### src/rtl/sawtooth_fx_iter.sv
// Fixed-point sawtooth fold: L = floor((x+eps)/(2*eps)), y = x - 2*eps*L in [-eps, eps),
// computed with an iterative restoring divider. Optional fold mode negates y when L is odd.
// Build option: define SAWTOOTH_EARLY_OUT_EN to bypass the divider when -eps <= x < eps.
module sawtooth_fx_iter #(
  parameter int unsigned WIDTH     = 32,
  parameter int unsigned FRAC_BITS = 16
) (
  input  logic             clk,
  input  logic             reset_n,
  input  logic             sawtooth_tvalid,
  output logic             sawtooth_tready,
  input  logic [WIDTH-1:0] x,
  input  logic [WIDTH-1:0] epsilon,
  input  logic             fold_en,
  output logic             sawtooth_valid,
  input  logic             sawtooth_ready,
  output logic [WIDTH-1:0] result,
  output logic [WIDTH:0]   l_out,
  output logic             eps_err
);

  localparam int unsigned W1    = WIDTH + 1;
  localparam int unsigned W2    = WIDTH + 2;
  localparam int unsigned CNT_W = $clog2(WIDTH + 1);
  localparam logic [CNT_W-1:0] CNT_LAST = CNT_W'(WIDTH);

  // The Q format only sets the interpretation of the operands; the datapath is format-agnostic.
  if (FRAC_BITS >= WIDTH) begin : g_frac_bits_out_of_range
  end

  typedef enum logic [1:0] {S_IDLE, S_DIV, S_FIX, S_DONE} state_t;

  state_t           state_q, state_d;
  logic [WIDTH-1:0] eps_q, eps_d;
  logic             fold_q, fold_d;
  logic             neg_q, neg_d;
  logic [W1-1:0]    dsr_q, dsr_d;
  logic [W1-1:0]    rem_q, rem_d;
  logic [W1-1:0]    quo_q, quo_d;
  logic [CNT_W-1:0] cnt_q, cnt_d;
  logic             tready_q, tready_d;
  logic             valid_q, valid_d;
  logic [WIDTH-1:0] result_q, result_d;
  logic [WIDTH:0]   l_q, l_d;
  logic             err_q, err_d;

  // Operand preparation: n = x + eps and d = 2*eps, both WIDTH+1 bits so x = min is safe.
  logic [W1-1:0] n_in, n_abs, d_in;
  logic          eps_bad;
  assign n_in    = {x[WIDTH-1], x} + {epsilon[WIDTH-1], epsilon};
  assign n_abs   = n_in[W1-1] ? (~n_in + W1'(1)) : n_in;
  assign d_in    = {epsilon, 1'b0};
  assign eps_bad = (epsilon == '0) || epsilon[WIDTH-1];

`ifdef SAWTOOTH_EARLY_OUT_EN
  logic in_range;
  assign in_range = ($signed(x) >= -$signed(epsilon)) && ($signed(x) < $signed(epsilon));
`endif

  // One restoring-division step: shift in the next dividend bit, subtract d if it fits.
  logic [W2-1:0] rem_sh, rem_sub;
  logic          take;
  assign rem_sh  = {rem_q, quo_q[W1-1]};
  assign rem_sub = rem_sh - {1'b0, dsr_q};
  assign take    = ~rem_sub[W2-1];

  // Floor correction for negative n, then y = r - eps with optional fold.
  logic          adj;
  logic [W1-1:0] q_fix, r_fix, l_fix;
  logic [WIDTH-1:0] y_raw, y_fix;
  assign adj   = neg_q && (rem_q != '0);
  assign q_fix = adj ? (quo_q + W1'(1)) : quo_q;
  assign r_fix = adj ? (dsr_q - rem_q) : rem_q;
  assign l_fix = neg_q ? (~q_fix + W1'(1)) : q_fix;
  assign y_raw = WIDTH'(r_fix - {1'b0, eps_q});
  assign y_fix = (fold_q && l_fix[0]) ? (~y_raw + WIDTH'(1)) : y_raw;

  // Next-state and next-output logic.
  always_comb begin
    state_d  = state_q;
    eps_d    = eps_q;
    fold_d   = fold_q;
    neg_d    = neg_q;
    dsr_d    = dsr_q;
    rem_d    = rem_q;
    quo_d    = quo_q;
    cnt_d    = cnt_q;
    valid_d  = valid_q;
    result_d = result_q;
    l_d      = l_q;
    err_d    = err_q;
    tready_d = 1'b0;
    case (state_q)
      S_IDLE: begin
        if (sawtooth_tvalid && tready_q) begin
          eps_d  = epsilon;
          fold_d = fold_en;
          neg_d  = n_in[W1-1];
          dsr_d  = d_in;
          // |n| < 2^WIDTH and d >= 2, so the first quotient bit is always 0: resolve it
          // here and leave the remaining WIDTH bits to DIV.
          rem_d  = W1'(n_abs[W1-1]);
          quo_d  = {n_abs[W1-2:0], 1'b0};
          cnt_d  = CNT_W'(1);
          if (eps_bad) begin
            state_d  = S_DONE;
            valid_d  = 1'b1;
            result_d = '0;
            l_d      = '0;
            err_d    = 1'b1;
          end
`ifdef SAWTOOTH_EARLY_OUT_EN
          else if (in_range) begin
            state_d  = S_DONE;
            valid_d  = 1'b1;
            result_d = x;
            l_d      = '0;
            err_d    = 1'b0;
          end
`endif
          else begin
            state_d = S_DIV;
          end
        end
      end
      S_DIV: begin
        rem_d = take ? rem_sub[W1-1:0] : rem_sh[W1-1:0];
        quo_d = {quo_q[W1-2:0], take};
        cnt_d = cnt_q + CNT_W'(1);
        if (cnt_q == CNT_LAST) begin
          state_d = S_FIX;
        end
      end
      S_FIX: begin
        result_d = y_fix;
        l_d      = l_fix;
        err_d    = 1'b0;
        valid_d  = 1'b1;
        state_d  = S_DONE;
      end
      S_DONE: begin
        if (sawtooth_ready) begin
          valid_d = 1'b0;
          state_d = S_IDLE;
        end
      end
      default: state_d = S_IDLE;
    endcase
    tready_d = (state_d == S_IDLE);
  end

  // State and datapath registers.
  always_ff @(posedge clk or negedge reset_n) begin
    if (!reset_n) begin
      state_q  <= S_IDLE;
      eps_q    <= '0;
      fold_q   <= 1'b0;
      neg_q    <= 1'b0;
      dsr_q    <= '0;
      rem_q    <= '0;
      quo_q    <= '0;
      cnt_q    <= '0;
      tready_q <= 1'b1;
      valid_q  <= 1'b0;
      result_q <= '0;
      l_q      <= '0;
      err_q    <= 1'b0;
    end else begin
      state_q  <= state_d;
      eps_q    <= eps_d;
      fold_q   <= fold_d;
      neg_q    <= neg_d;
      dsr_q    <= dsr_d;
      rem_q    <= rem_d;
      quo_q    <= quo_d;
      cnt_q    <= cnt_d;
      tready_q <= tready_d;
      valid_q  <= valid_d;
      result_q <= result_d;
      l_q      <= l_d;
      err_q    <= err_d;
    end
  end

  assign sawtooth_tready = tready_q;
  assign sawtooth_valid  = valid_q;
  assign result          = result_q;
  assign l_out           = l_q;
  assign eps_err         = err_q;

endmodule

### config.mk
export PLATFORM = sky130hd
export DESIGN_NAME = sawtooth_fx_iter
export DESIGN_NICKNAME = d
export VERILOG_FILES = /design/src/rtl/sawtooth_fx_iter.sv
export SDC_FILE = /design/constraint.sdc
export NUM_CORES = 1
export LEC_CHECK = 0
export ABC_AREA = 0
export BUFFER_PORTS_ARGS = -buffer_cell sky130_fd_sc_hd__buf_2
export CAP_MARGIN = 10
export CORE_MARGIN = 2
export CORE_UTILIZATION = 49
export CTS_CLUSTER_DIAMETER = 60
export DETAILED_ROUTE_END_ITERATION = 10
export GPL_TIMING_DRIVEN = 0
export MAX_ROUTING_LAYER = met4
export PLACE_DENSITY = 0.7
export SLEW_MARGIN = 20
export SYNTH_ARGS = -nofsm -noshare
export SYNTH_HDL_FRONTEND = slang
export SYNTH_SLANG_ARGS = --single-unit
### constraint.sdc
create_clock -name clk -period 6.05 [get_ports clk]
set_input_delay 1.21 -clock clk [delete_from_list [all_inputs] [get_ports clk]]
set_output_delay 1.21 -clock clk [all_outputs]
set_load 0.02 [all_outputs]
# ---- After elaboration in Yosys (flattened, before gate mapping)
# Cells that the tools add are included.
dict set report totals {
  ff_bits 176
  in_bits 69
  output_inout_bits 68
  word_cells 75
}
dict set report op_classes {
  n_addsub 9
  eq_ne 7
  mux 28
  bitwise 4
  n_reduce_logical 15
}
# operator count
set op_table {}
lappend op_table {{33-bit 2-to-1 mux} 8}
lappend op_table {{33-bit one-hot mux with 2 select lines} 3}
lappend op_table {{32-bit 2-to-1 mux} 4}
lappend op_table {{33-bit by 1-bit adder with 33-bit output, second input constant} 3}
lappend op_table {{33-bit inverter} 2}
lappend op_table {{32-bit one-hot mux with 2 select lines} 1}
lappend op_table {{32-bit subtractor} 2}
lappend op_table {{34-bit by 33-bit subtractor with 34-bit output} 1}
lappend op_table {{32-bit by 32-bit adder with 33-bit output} 1}
lappend op_table {{33-bit nonzero test} 1}
lappend op_table {{32-bit by 1-bit adder with 32-bit output, second input constant} 1}
lappend op_table {{32-bit zero test} 1}
lappend op_table {{32-bit inverter} 1}
lappend op_table {{6-bit one-hot mux with 2 select lines} 1}
lappend op_table {{2-bit 2-to-1 mux} 4}
lappend op_table {{2-bit one-hot mux with 4 select lines} 1}
lappend op_table {{6-bit by 1-bit adder with 6-bit output, second input constant} 1}
lappend op_table {{6-bit equality test, second input constant} 1}
lappend op_table {{6-bit 2-to-1 mux} 1}
lappend op_table {{2-bit inequality test, second input constant} 3}
lappend op_table {{2-bit equality test, second input constant} 2}
lappend op_table {{2-bit zero test} 2}
lappend op_table {{2-bit AND reduction} 2}
lappend op_table {{4-bit AND reduction} 1}
lappend op_table {{other kinds (10)} 15}

# ---- Longest topological paths before layout
# Gate-level depths: netlist of the first run.
dict set report depth {
  depth_word 9
  mapped_depth 27
  mapped_depth_nobuf 26
}

# ---- Worst setup path before layout of the first run
# No wires, ideal clock.
dict set report synth_path {
  kind {register -> register}
  start {register rem_q[29]}
  end {register result_q[31], in the netlist result[31]}
  setup_ps 83
  arrival_time_ps 5582
  t_required_ps 5967
  path_slack_ps 385
  path_stages_with_launch 22
  n_path_buf 3
  period_less_slack_ps 5665
  cell_sequence {dfrtp_1 -> nor4_1 -> nand4_1 -> o31ai_1 -> clkbuf_1 -> clkbuf_1 -> nand2_1 -> o21ai_0 -> ha_1 -> buf_6 -> or3_1 -> a221o_1 -> o31a_1 -> or4b_4 -> nor3b_4 -> nand2b_1 -> or3_4 -> or3_4 -> nor2_4 -> a31oi_1 -> xnor3_1 -> o22ai_1}
}
dict set report synth_between {
  elab_chain_cells 9
  word_cells_on_any_way 14
  cone_classes {add/sub (4); mux (5); bitwise (2); reduce/logical (3)}
}
# element line
set synth_lines {}
lappend synth_lines {{from (decl)} 38} ;# logic [W1-1:0] rem_q, rem_d;
lappend synth_lines {{from (signal assigned)} 174} ;# rem_q <= rem_d;
lappend synth_lines {{parallel branches: the longest is 7 deep, another holds 32-bit subtractor} n/a}
lappend synth_lines {{32-bit 2-to-1 mux *} 76} ;# assign y_fix = (fold_q && l_fix[0]) ? (~y_raw + WIDTH'(1)) : y_raw;
lappend synth_lines {{32-bit one-hot mux with 2 select lines *} 93} ;# case (state_q)
lappend synth_lines {{to (signal assigned)} 179} ;# result_q <= result_d;
lappend synth_lines {{to (decl)} 43} ;# logic [WIDTH-1:0] result_q, result_d;
# Every way passes the cells marked *.
# A chain may end at the register's enable or synchronous reset.

# ---- Worst setup path in the final report of the first run
dict set report layout_path {
  start {register rem_q[7]}
  end {register result_q[31], in the netlist result[31]}
}
# The elaborated chain is that of the path after synthesis.

==> results.rst, run 1 <==
.. list-table::
   :header-rows: 1

   * - Metric
     - Value
   * - Cell seen most often among critical-path stages
     - sky130_fd_sc_hd__a21o_1
   * - Root Buffer Master
     - sky130_fd_sc_hd__clkbuf_16
   * - Largest net degree at the start of global routing
     - 91
   * - Wirelength per Cell
     - 20.6 um
   * - Number of DRC markers in iteration 0
     - 1718
   * - Number of cells produced by synthesis
     - 2211
   * - Crit path DAT
     - 6.17 ns
   * - Die Footprint
     - 36800 sq um
   * - Warning count from the yosys run
     - 0
   * - Max stage delay cell, worst path
     - sky130_fd_sc_hd__dfrtp_2
   * - Number of register bits inferred by synthesis
     - 176
   * - Half-perimeter wire length after detailed placement
     - 47200 um
   * - Critical register-to-register path startpoint
     - rem_q[7]
   * - Seq/Total Area, Yosys
     - 0.255
   * - Standard-cell rows
     - 68
   * - Type of the worst min-delay path
     - flop to flop
   * - H-tree depth reported by CTS
     - 4
   * - Area occupied by registers
     - 4420 sq um
   * - Dominant register cell in the synthesized netlist
     - sky130_fd_sc_hd__dfrtp_1
   * - Sinks on Clock Net
     - 176
   * - Worst setup path startpoint
     - rem_q[7]
   * - Async set-or-reset flop fraction in the synthesized netlist
     - 1.00
   * - Final worst path period share
     - 0.970
   * - Worst Skew
     - 0.0175 ns
   * - Max FO, Critical Path
     - 6
   * - Kind of critical path
     - flop to flop
   * - Fill count
     - 3276
   * - Remaining Overflow, GRT
     - 0
   * - Net count of the finished layout
     - 2591
   * - Port-buffer cells
     - 136
   * - Wire length reported by the detailed router
     - 58800 um
   * - Routability-driven placement congestion ratio
     - 0.984
   * - Final core area utilization
     - 0.568
   * - Max incr delay on CP
     - 0.47 ns
   * - Biggest area consumer among synthesized cells
     - sky130_fd_sc_hd__dfrtp_1
   * - Least-Margin Pin Slew
     - 0.881 ns
   * - Antenna-violating nets left
     - 0
   * - Worst-skew pair later-pin latency
     - 0.45 ns
   * - Upper clock frequency limit
     - 0.170 GHz
   * - Capturing element type of the critical path
     - flop
   * - Count of final setup violators
     - 0
   * - Max transition margin
     - 0.413
   * - Nets in the synthesized netlist
     - 2414
   * - Max-slew violation count
     - 0
   * - Number of antenna violations at the first check in global routing
     - 1
   * - Number of I/O pins
     - 137
   * - CTS clock-pin slew for the worst setup and hold paths
     - 0.07 ns
   * - Synthesis-to-finish area growth
     - 13.9%
   * - Worst hold start
     - l_out[20]
   * - Wire length of the first global-routing pass
     - 90000 um
   * - Outcome
     - finished, final reports clean
   * - Type of element launching the critical path
     - flop
   * - Number of different library cells in the post-synthesis netlist
     - 97
   * - Floorplan die width
     - 192 um
   * - Required time reported for the critical path endpoint
     - 6.35 ns
   * - Most repeated cell in the gate-level netlist after synthesis
     - sky130_fd_sc_hd__nand2_1
   * - Number of vias after detailed routing
     - 17500
   * - Synth top cells by count
     - sky130_fd_sc_hd__nand2_1, sky130_fd_sc_hd__o21ai_0, sky130_fd_sc_hd__dfrtp_1
   * - Tot GR Track Use
     - 0.326
   * - Post-synthesis cell area
     - 17300 sq um
   * - Area share of the largest cell type after synthesis
     - 0.254
   * - Final Critical Period
     - 5.87 ns
   * - Area of combinational cells with multiple inputs
     - 12400 sq um
   * - Drt via density
     - 6.14
   * - Maximum Capacitance Violations
     - 0
   * - Post-Syn Area per Cell
     - 7.81 sq um
   * - Starting Density
     - 0.499
   * - Buffer levels on the longest clock path
     - 2
   * - Vias in the first global route
     - 15800
   * - Area of the core
     - 34600 sq um
   * - Post-synth EDFFs
     - 0
   * - CTS tree
     - done
   * - Number of CTS-inserted buffers
     - 17
   * - Fraction of layout instances using a drive strength above 1
     - 0.135
   * - 1st-pass router iterations
     - 5
   * - Final hold violation count
     - 0
   * - Area contributors post-synth
     - sky130_fd_sc_hd__dfrtp_1, sky130_fd_sc_hd__ha_1, sky130_fd_sc_hd__xnor2_1
   * - Number of remaining DRC errors
     - 0
   * - Overall die height
     - 192 um
## worst max-delay path: cells and delay by family (launching register included)
family / cells / cell delay (ns)
AO/OA/AOI/OAI: 15 / 2.86
adder cells (fa/ha/maj): 2 / 0.67
XOR/XNOR: 3 / 0.64
AND/OR/NAND/NOR: 3 / 0.61
flip-flops: 1 / 0.47
buffers and inverters: 3 / 0.46
## worst paths after layout
path / cells after the start / slack, ns / endpoint
worst max-delay path: 26 / 0.18 / result[31]
worst min-delay path: 2 / 0.47 / l_out[20]
worst max register to register: 26 / 0.18 / result[31]
worst min register to register: 2 / 0.47 / l_out[20]
max in group asynchronous: 2 / 4.44 / rem_q[0]
min in group asynchronous: 1 / 0.71 / rem_q[8]
## stage by stage
| stage | instance area (sq um) | TNS [ns] | hold WS, ns | cells | setup slack, ns |
|---|---|---|---|---|---|
| after global placement | 18500 | -7.92 | 0.459 | 2802 | -0.968 |
| after detailed placement | 18600 | -9.10 | 0.466 | 2803 | -0.992 |
| after floorplan | 17300 | 0 | 0.451 | 2211 | 0.385 |
| after global routing | 19700 | -0.331 | 0.492 | 2857 | -0.103 |
| after CTS | 19300 | 0 | 0.481 | 2843 | 0.0210 |
| final | 19700 | 0 | 0.475 | 2858 | 0.182 |
## final cells by class
class / instances / area share
Tap cell: 455 / 0.0289
Multi-Input combinational cell: 1818 / 0.630
Timing Repair Buffer: 161 / 0.0457
Inverter: 112 / 0.0214
Antenna cell: 2 / 0.000254
Clock buffer: 19 / 0.0225
Sequential cell: 176 / 0.225
Buffer: 102 / 0.0212
Clock inverter: 13 / 0.00528
## flip-flops by register name, summed over array words and instances, names as in the netlist, 2 cells and up
| name | count |
|---|---|
| state_q | 2 |
| eps_q | 32 |
| quo_q | 33 |
| rem_q | 33 |
| cnt_q | 6 |
| result | 32 |
| l_out | 33 |
## kinds of logic (layout without fill, tap and decap cells)
group	Yosys count	count (layout)	synth area share
AND/OR/NAND/NOR	732	732	0.209
AO/OA/AOI/OAI	725	725	0.271
buffers and inverters	217	407	0.0482
XOR/XNOR	214	214	0.110
flip-flops	176	176	0.255
adder cells (fa/ha/maj)	134	134	0.0988
multiplexers	13	13	0.00753
other	0	2	0
## timing repair
| action | in CTS | in global routing |
|---|---|---|
| setup endpoints to repair | 17 | 10 |
| pin swaps | 7 | 18 |
| gates resized for setup | 35 | 61 |
| buffers inserted | 8 | 16 |
| hold buffers | 0 | 0 |
| gates cloned | 0 | 0 |
## cells in the final DEF, fill, tap and decap left out, types with 27 or more instances in the layout
cell type	instances
sky130_fd_sc_hd__xor2_1	88
sky130_fd_sc_hd__a22oi_1	29
sky130_fd_sc_hd__o21ai_1	31
sky130_fd_sc_hd__ha_1	125
sky130_fd_sc_hd__inv_1	111
sky130_fd_sc_hd__nand2b_1	27
sky130_fd_sc_hd__nor2_1	118
sky130_fd_sc_hd__o22ai_1	30
sky130_fd_sc_hd__buf_2	145
sky130_fd_sc_hd__nand2_1	265
sky130_fd_sc_hd__clkbuf_1	80
sky130_fd_sc_hd__xnor2_1	119
sky130_fd_sc_hd__o21ai_0	201
sky130_fd_sc_hd__nor3_1	55
sky130_fd_sc_hd__nand3_1	81
sky130_fd_sc_hd__a21o_1	67
sky130_fd_sc_hd__o31ai_1	30
sky130_fd_sc_hd__a21oi_1	121
sky130_fd_sc_hd__dfrtp_1	165
## metal layers
layer	share of wire	vias to the layer above	track usage
li1	-	8400	-
met1	0.47	8313	0.462
met2	0.42	733	0.469
met3	0.077	94	0.0475
met4	0.034	0	0.122
met5	0	-	-
Power of run 1 is not shown: default switching activity piles up to over one toggle a cycle in this logic, so the estimate is an artifact.
==> inputs of run 2 (changes only) <==
- CORE_UTILIZATION: 49 -> 56
- CTS_CLUSTER_DIAMETER: 60 -> 50
- PLACE_DENSITY: 0.7 -> 0.78
- SETUP_SLACK_MARGIN: default -> 0.4
==> results.rst, run 2 (synthesis results as in run 1) <==
.. list-table::
   :header-rows: 1

   * - Metric
     - Value
   * - Outcome
     - finished, final reports clean
   * - Final hold violation count
     - 0 (unchanged)
   * - Maximum Capacitance Violations
     - 0 (unchanged)
   * - Floorplan die width
     - 180 um (-6.3%)
   * - H-tree depth reported by CTS
     - 4 (unchanged)
   * - Half-perimeter wire length after detailed placement
     - 47100 um (-0.23%)
   * - Worst hold start
     - l_out[16]
   * - Critical register-to-register path startpoint
     - rem_q[8]
   * - Max transition margin
     - 0.455 (+0.0421)
   * - Area of the core
     - 30500 sq um (-12%)
   * - Routability-driven placement congestion ratio
     - 1.05 (+7.1%)
   * - Number of I/O pins
     - 137 (unchanged)
   * - Standard-cell rows
     - 64 (-5.9%)
   * - Final core area utilization
     - 0.664 (+0.0960)
   * - Crit path DAT
     - 6.20 ns (+0.03 ns)
   * - Root Buffer Master
     - sky130_fd_sc_hd__clkbuf_16
   * - Synthesis-to-finish area growth
     - 17.3%
   * - Type of the worst min-delay path
     - flop to flop
   * - Wire length of the first global-routing pass
     - 92700 um (+3.0%)
   * - Fill count
     - 2665 (-19%)
   * - Vias in the first global route
     - 16600 (+4.8%)
   * - Buffer and inverter count on the worst path
     - 4 (+1)
   * - Starting Density
     - 0.566 (+0.0673)
   * - Type of element launching the critical path
     - flop
   * - Number of CTS-inserted buffers
     - 17 (unchanged)
   * - Number of cells on the worst hold path
     - 2 (unchanged)
   * - Remaining Overflow, GRT
     - 0 (unchanged)
   * - Number of vias after detailed routing
     - 18100 (+3.3%)
   * - Antenna-violating nets left
     - 0 (unchanged)
   * - Worst Skew
     - 0.0143 ns (-0.00322 ns)
   * - Drt via density
     - 6.39 (+4.1%)
   * - Number of non-filler instances in the completed layout
     - 2837 (-0.73%)
   * - Least-Margin Pin Slew
     - 0.818 ns (-0.0631 ns)
   * - 1st-pass router iterations
     - 7 (+2)
   * - Sinks on Clock Net
     - 176 (unchanged)
   * - Worst-skew pair later-pin latency
     - 0.45 ns (about the same)
   * - RSZ-0062 raised after global routing
     - true
   * - Placed Cells incl. Taps
     - 2744 (-2.1%)
   * - Hold EP
     - l_out[16]
   * - Count of final setup violators
     - 0 (unchanged)
   * - Max incr delay on CP
     - 0.46 ns (about the same)
   * - Max FO, Critical Path
     - 3 (-3)
   * - Number of cell instances on the worst register-to-register path
     - 28 (+7.7%)
   * - CTS tree
     - done
   * - CTS clock-pin slew for the worst setup and hold paths
     - 0.08 ns (about the same)
   * - Upper clock frequency limit
     - 0.172 GHz (+0.76%)
   * - Kind of critical path
     - flop to flop
   * - Post-DP Area
     - 18500 sq um (-0.37%)
   * - Area of combinational cells with multiple inputs
     - 12700 sq um (+2.3%)
   * - Max-slew violation count
     - 0 (unchanged)
   * - Area occupied by registers
     - 4430 sq um (+0.23%)
   * - Cell seen most often among critical-path stages
     - sky130_fd_sc_hd__a21o_1
   * - Destination of the worst register-to-register timing path
     - result[31]
   * - Required time reported for the critical path endpoint
     - 6.42 ns (+0.07 ns)
   * - Buffer levels on the longest clock path
     - 2 (unchanged)
   * - Area of all placed cells without fillers
     - 20300 sq um (+3.0%)
   * - Largest delay contributor family on the critical path
     - compound AO/OA/AOI/OAI gates
   * - Overall die height
     - 180 um (-6.3%)
   * - Number of DRC markers in iteration 0
     - 1913 (+11%)
   * - Wirelength per Cell
     - 21.6 um (+4.8%)
   * - Max stage delay cell, worst path
     - sky130_fd_sc_hd__dfrtp_2
   * - Port-buffer cells
     - 136 (unchanged)
   * - Die Footprint
     - 32300 sq um (-12%)
   * - Leading cell type in the layout, fill and taps excluded
     - sky130_fd_sc_hd__nand2_1
   * - Final worst path period share
     - 0.963 (-0.00736)
   * - Wire length reported by the detailed router
     - 61200 um (+4.1%)
   * - Number of remaining DRC errors
     - 0 (unchanged)
   * - Tot GR Track Use
     - 0.372 (+0.0458)
   * - Capturing element type of the critical path
     - flop
   * - Register-to-register path setup slack
     - 0.23 ns (+0.04 ns)
   * - Final Critical Period
     - 5.82 ns (-0.0445 ns)
   * - Number of antenna violations at the first check in global routing
     - 2 (+1)
   * - Most frequent cells in the layout
     - sky130_fd_sc_hd__nand2_1, sky130_fd_sc_hd__o21ai_0, sky130_fd_sc_hd__dfrtp_1, sky130_fd_sc_hd__buf_2, sky130_fd_sc_hd__ha_1
   * - Net count of the finished layout
     - 2630 (+1.5%)
   * - Fraction of layout instances using a drive strength above 1
     - 0.169 (+0.0343)
   * - Largest net degree at the start of global routing
     - 97 (+6.6%)
   * - Post-route setup TNS
     - 0 ns (unchanged)
[run 2: repair_timing]
item	in CTS	in global routing
buffers inserted	34	26
hold buffers	0	0
gates resized for setup	95	99
pin swaps	39	33
setup endpoints to repair	22	13
[run 2: final cells by class]
cell class,count,area share
Buffer,105,0.0228
Multi-Input combinational cell,1818,0.626
Sequential cell,176,0.218
Tap cell,396,0.0244
Clock inverter,12,0.00593
Clock buffer,20,0.0225
Antenna cell,1,0.000123
Timing Repair Buffer,197,0.0588
Inverter,112,0.0207
[run 2: through the flow]
step,hold WS [ns],worst slack [ns]
2_1_floorplan,0.451,0.499
3_3_place_gp,0.454,-0.883
3_5_place_dp,0.465,-1.03
4_1_cts,0.480,0.309
5_1_grt,0.489,0.0758
6_report,0.476,0.227
[run 2: worst min-delay path, cell delays in order, from the launching register on]
cell,delay (ns)
sky130_fd_sc_hd__dfrtp_1,0.34
sky130_fd_sc_hd__nand2_1,0.04
sky130_fd_sc_hd__o21ai_0,0.06
[run 2: how the worst max path moves through the flow]
stage	startpoint	endpoint	slack [ns]	cells after the start
2_1_floorplan	rem_q[29]	result[31]	0.50	21
3_3_place_gp	rem_q[29]	result[31]	-0.88	21
3_5_place_dp	rem_q[29]	result[31]	-1.03	21
4_1_cts	rem_q[11]	result[31]	0.31	26
5_1_grt	rem_q[8]	result[31]	0.08	28
6_report	rem_q[8]	result[31]	0.23	28
[run 2: routing by layer]
metal / vias to the layer above / GRT usage / wire length (um)
met4: 0 / 0.160 / 2880
met5: - / - / 0
met2: 886 / 0.532 / 25800
met1: 8581 / 0.516 / 27000
li1: 8477 / - / -
met3: 177 / 0.0652 / 5570
Power of run 2 is left out for the same reason.
